File: config.mk
export PLATFORM = sky130hd
export DESIGN_NAME = shift_arbiter
export DESIGN_NICKNAME = d
export VERILOG_FILES = /design/src/rtl/shift_arbiter.sv
export SDC_FILE = /design/constraint.sdc
export NUM_CORES = 1
export LEC_CHECK = 0
export ABC_AREA = 1
export ABC_CLOCK_PERIOD_IN_PS = 1200
export BUFFER_PORTS_ARGS = -buffer_cell sky130_fd_sc_hd__buf_4
export CAP_MARGIN = 20
export CORE_AREA = 2 2 62 79
export CTS_BUF_LIST = sky130_fd_sc_hd__clkbuf_8
export CTS_CLUSTER_SIZE = 28
export DETAILED_ROUTE_END_ITERATION = 10
export DIE_AREA = 0 0 64 81
export PLACE_DENSITY = 0.8
export SYNTH_ARGS = -nofsm -noshare
export SYNTH_HDL_FRONTEND = slang
export SYNTH_SLANG_ARGS = --single-unit
File: constraint.sdc
create_clock -name clk -period 1.2 [get_ports clk]
set_input_delay 0.12 -clock clk [delete_from_list [all_inputs] [get_ports clk]]
set_output_delay 0.12 -clock clk [all_outputs]
set_load 0.02 [all_outputs]
File: src/rtl/shift_arbiter.sv
// Two-port round-robin front end that time-shares one external 16-bit left barrel shifter.
// Each operation takes three cycles: grant (IDLE), capture (SHIFT), response handshake (RESP).
module shift_arbiter #(
   parameter int unsigned PRIO_RESET = 0
) (
   input  logic        clk,
   input  logic        rst_n,
   input  logic [1:0]  req_valid,
   output logic [1:0]  req_ready,
   input  logic [15:0] req_data0,
   input  logic [15:0] req_data1,
   input  logic [3:0]  req_amt0,
   input  logic [3:0]  req_amt1,
   output logic [15:0] sh_a,
   output logic [3:0]  sh_s,
   input  logic [15:0] sh_y,
   output logic [1:0]  rsp_valid,
   input  logic [1:0]  rsp_ready,
   output logic [15:0] rsp_data,
   output logic        busy
);

   typedef enum logic [1:0] {
      IDLE  = 2'd0,
      SHIFT = 2'd1,
      RESP  = 2'd2
   } state_t;

   localparam logic PRIO_BIT = PRIO_RESET[0];

   state_t      state_r;
   state_t      state_s;
   logic        ptr_r;
   logic        owner_r;
   logic        gnt_vld_s;
   logic        gnt_s;
   logic        hs_s;
   logic [1:0]  ready_s;
   logic [15:0] sh_a_r;
   logic [3:0]  sh_s_r;
   logic [15:0] rsp_data_r;
   logic [1:0]  rsp_valid_r;
   logic        busy_r;

   // State register
   always_ff @(posedge clk or negedge rst_n) begin
      if (!rst_n) begin
         state_r <= IDLE;
      end else begin
         state_r <= state_s;
      end
   end

   // Next-state decode
   always_comb begin
      state_s = state_r;
      case (state_r)
         IDLE: begin
            if (gnt_vld_s) begin
               state_s = SHIFT;
            end else begin
               state_s = IDLE;
            end
         end
         SHIFT: state_s = RESP;
         RESP: begin
            if (hs_s) begin
               state_s = IDLE;
            end else begin
               state_s = RESP;
            end
         end
         default: state_s = IDLE;
      endcase
   end

   // Grant selection, accept strobes and response handshake detect
   always_comb begin
      gnt_vld_s = 1'b0;
      gnt_s     = 1'b0;
      ready_s   = 2'b00;
      hs_s      = 1'b0;
      // rst_n gates the accept so nothing is offered while reset is held
      if ((state_r == IDLE) && rst_n) begin
         case (req_valid)
            2'b01: begin
               gnt_vld_s = 1'b1;
               gnt_s     = 1'b0;
            end
            2'b10: begin
               gnt_vld_s = 1'b1;
               gnt_s     = 1'b1;
            end
            2'b11: begin
               gnt_vld_s = 1'b1;
               gnt_s     = ptr_r;
            end
            default: begin
               gnt_vld_s = 1'b0;
               gnt_s     = 1'b0;
            end
         endcase
         if (gnt_vld_s) begin
            ready_s = gnt_s ? 2'b10 : 2'b01;
         end else begin
            ready_s = 2'b00;
         end
      end else begin
         ready_s = 2'b00;
      end
      if (state_r == RESP) begin
         hs_s = rsp_ready[owner_r];
      end else begin
         hs_s = 1'b0;
      end
   end

   // Operand capture for the shared shifter on grant edges only
   always_ff @(posedge clk or negedge rst_n) begin
      if (!rst_n) begin
         sh_a_r  <= 16'h0000;
         sh_s_r  <= 4'h0;
         owner_r <= 1'b0;
      end else if (gnt_vld_s) begin
         sh_a_r  <= gnt_s ? req_data1 : req_data0;
         sh_s_r  <= gnt_s ? req_amt1 : req_amt0;
         owner_r <= gnt_s;
      end
   end

   // Result capture, response valid and round-robin pointer update
   always_ff @(posedge clk or negedge rst_n) begin
      if (!rst_n) begin
         rsp_data_r  <= 16'h0000;
         rsp_valid_r <= 2'b00;
         ptr_r       <= PRIO_BIT;
      end else if (state_r == SHIFT) begin
         rsp_data_r  <= sh_y;
         rsp_valid_r <= owner_r ? 2'b10 : 2'b01;
      end else if (hs_s) begin
         rsp_valid_r <= 2'b00;
         ptr_r       <= ~owner_r;
      end
   end

   // Busy flag registered from the next state so it tracks state_r exactly
   always_ff @(posedge clk or negedge rst_n) begin
      if (!rst_n) begin
         busy_r <= 1'b0;
      end else begin
         busy_r <= (state_s != IDLE);
      end
   end

   assign req_ready = ready_s;
   assign sh_a      = sh_a_r;
   assign sh_s      = sh_s_r;
   assign rsp_data  = rsp_data_r;
   assign rsp_valid = rsp_valid_r;
   assign busy      = busy_r;

endmodule

==> run_results.csv <==
group,metric,value,unit
floorplanning,io_pins,103,
worst_setup_path,critPathMaxFanout,4,
worst_setup_path,startpoint,"state_r[0]$_DFF_PN0_",
timing,tightest_slew,0.274,ns
yosys,synth_top_cells_by_area,"dfrtp_1 (53%), nand2_1 (26%), nor2_1 (8.0%)",
timing,fmax,0.741,GHz
worst_setup_path,r2r_cells,7,
worst_setup_path,slowest_stage,"dfrtp_1",
timing,post-route-min-period,1.35,ns
floorplanning,die_h,81,um
timing,tns,-2.56,ns
floorplanning,die_w,64,um
detailed_routing,via_count,2058,
yosys,yosysWarnings,0,
yosys,syn_avg_cell_area,7.25,sq um
final_layout,regArea,1080,sq um
timing,final_hold_viol_count,0,
timing,slew_headroom,81.7,%
worst_setup_path,slowest_delay,0.43,ns
worst_setup_path,r2r_end,"sh_a[8]$_DFFE_PN0P_",
final_layout,multiInputGateArea,802,sq um
worst_setup_path,cp-end-kind,"output port",
clock_tree,insertion_delay,0.29,ns
worst_setup_path,critPathCapture,"req_ready[0]",
yosys,synth_top_area_cell,"dfrtp_1",
clock_tree,clock_path_buffers,2,
clock_tree,cts_max_level,2,
final_layout,antenna_cells,0,
clock_tree,path_clk_slew,0.08,ns
yosys,ys_async_sr_fraction,100,%
place,gp_congestion,0.776,
timing,rsz0062_at_grt,"true",
yosys,synth_edf_count,0,
detailed_routing,drt_iter0_drc,168,
yosys,syn_inst,280,
place,pre_cts_slack,-0.00360,ns
power,leakage,1.87,nW
final_layout,fill_cells,397,
place,dpl.hpwl,3.69,mm
worst_setup_path,crit_type,"flip-flop to output port",
yosys,netlist_area,2030,sq um
final_layout,nets,455,
detailed_routing,wirelength,5.26,mm
min_path,hp-class,"input port to flip-flop",
clock_tree,numCtsBuffers,5,
global_routing,overflow,0,
worst_setup_path,worstPathArrival,1.23,ns
worst_setup_path,required,1.08,ns
clock_tree,clock_sinks,43,
worst_setup_path,start_kind,"flip-flop",
global_routing,antenna_found_initial,0,
floorplanning,core,4520,sq um
timing,holdWs,0.0137,ns
detailed_routing,drc,0,
yosys,post-synth-top-count-cell,"nand2_1",
global_routing,grt_pass1_wl,8.25,mm
place,io_buffers,102,
yosys,yosys.area.top_type_share,53.0,%
detailed_routing,firstDrtPassIters,5,
worst_setup_path,crit-reg2reg-launch,"state_r[0]$_DFF_PN0_",
yosys,yosysSeqAreaShare,53.0,%
worst_setup_path,crit_path_cell_trace,"nor2_2 > nand3_4 > nor2_4 > buf_6",
yosys,ys.flop_type,"dfrtp_1",
floorplanning,die_area,5180,sq um
status,status,"complete, but fails checks",
timing,slew_viol_final,0,
detailed_routing,wire_per_inst,11.6,um
global_routing,grt_max_degree,41,
yosys,yosys_register_bits,43,
timing,finalWorstSetupSlack,-0.149,ns
worst_setup_path,rrSetupSlack,-0.12,ns
timing,setup_violations,24,
final_layout,layout-drive-gt1-share,35.8,%
job,maxCapViolations,0,
floorplanning,rows,28,
power,pwr_density_cell,2390,nW/um^2
timing,finalClockSkew,0.00482,ns
detailed_routing,ant_nets,0,
status,failed_checks,"negative setup slack",
timing,min_period_over_period,112,%
clock_tree,cts_tree,"done",
yosys,synth_nets,342,
detailed_routing,via_per_inst,4.53,
yosys,synth_common_cells,"nand2_1 (143), dfrtp_1 (43), nor2_1 (43), inv_1 (27), buf_2 (7)",
global_routing,grt_use_total,20.3,%
global_routing,grt_pass1_vias,1837,
floorplanning,start_util,44.9,%
final_layout,area_growth_syn_to_layout,54.3,%
clock_tree,cts_root_buffer,"clkbuf_8",
power,vdd_drop_max,0.00130,V
yosys,synth_cell_types,15,
==> logic make-up (layout without fill, tap and decap cells) <==
| family | Yosys count | in the layout | synth area share [%] |
|---|---|---|---|
| compound gates | 4 | 4 | 1.11 |
| flops | 43 | 43 | 53.0 |
| buf+inv | 40 | 154 | 8.94 |
| simple gates | 193 | 193 | 36.9 |
==> routing by layer <==
metal / routed length [um] / share of wire, % / GRT usage [%]
met5: 0 / 0 / 0
met4: 63 / 1.2 / 7.17
met3: 351 / 6.7 / 4.43
met2: 2690 / 51 / 34.1
met1: 2160 / 41 / 25.9
==> what timing repair did <==
item / 4_1_cts / 5_1_grt
gates resized for setup: 5 / 11
hold endpoints to repair: 43 / 0
pin swaps: 4 / 2
setup buffers: 4 / 0
endpoints found under the setup margin: 21 / 25
hold buffers: 1 / 0
gates cloned: 0 / 1
==> layout by cell type, fill, tap and decap left out <==
| cell | count |
|---|---|
| nor2_2 | 10 |
| inv_2 | 2 |
| clkbuf_8 | 5 |
| nor2_4 | 1 |
| buf_12 | 2 |
| dfrtp_1 | 43 |
| nand2_2 | 2 |
| buf_4 | 111 |
| inv_1 | 26 |
| o21ai_1 | 1 |
| nand3_4 | 1 |
| dlygate4sd3_1 | 1 |
| o211ai_1 | 1 |
| a21oi_1 | 1 |
| clkbuf_16 | 1 |
| bufinv_16 | 2 |
| buf_6 | 2 |
| inv_4 | 1 |
| o21ai_0 | 1 |
| nand2_1 | 143 |
| clkinvlp_4 | 1 |
| nand3_1 | 3 |
| nor2_1 | 33 |
==> critical path: cells and delay by family (launching register included) <==
kind / cells / cell delay (ns)
buffers and inverters: 1 / 0.12
AND/OR/NAND/NOR: 3 / 0.38
flip-flops: 1 / 0.43
==> metrics by stage <==
stage / cell area (sq um) / power, mW / util, % / instances
2_1_floorplan: 2030 / 4.47 / - / 280
3_3_place_gp: 2890 / 5.92 / 64.0 / 440
3_5_place_dp: 2890 / 6.00 / 64.0 / 440
4_1_cts: 3080 / 7.44 / 68.1 / 453
5_1_grt: 3130 / 8.00 / 69.3 / 454
6_report: 3130 / 7.48 / 69.3 / 454
==> sequential cells by signal (all words and copies together), names as in the netlist <==
name,count
state_r,2
owner_r,1
ptr_r,1
rsp_valid,2
sh_a,16
rsp_data,16
busy,1
sh_s,4
==> power by group <==
group          internal, mW  leakage [nW]  total [mW]  switching [mW]
sequential             2.13         0.534        2.51           0.388
clock                 0.830        0.0644        1.33           0.502
combinational          1.58          1.27        3.64            2.06
total                  4.53          1.87        7.48            2.95
==> area by class of cell <==
type | instances | share of cell area, %
multi-input combinational | 197 | 25.6
inverter | 29 | 3.56
clock buffer | 5 | 2.20
clock inverter | 3 | 2.16
tap | 60 | 2.40
sequential | 43 | 34.4
timing repair buffer | 117 | 29.7
==> worst min path at each step <==
stage | start | to | slack, ns | depth (start not counted)
after floorplan | rst_n | busy$_DFF_PN0_ | -0.18 | 0
after global placement | rst_n | busy$_DFF_PN0_ | 0.12 | 2
after detailed placement | rst_n | owner_r$_DFFE_PN0P_ | 0.12 | 2
after CTS | sh_y[1] | rsp_data[1]$_DFFE_PN0P_ | 0.0009 | 3
after global routing | sh_y[15] | rsp_data[15]$_DFFE_PN0P_ | 0.005 | 3
final | sh_y[1] | rsp_data[1]$_DFFE_PN0P_ | 0.01 | 3
No activity file was read; power rests on OpenSTA's default activity.
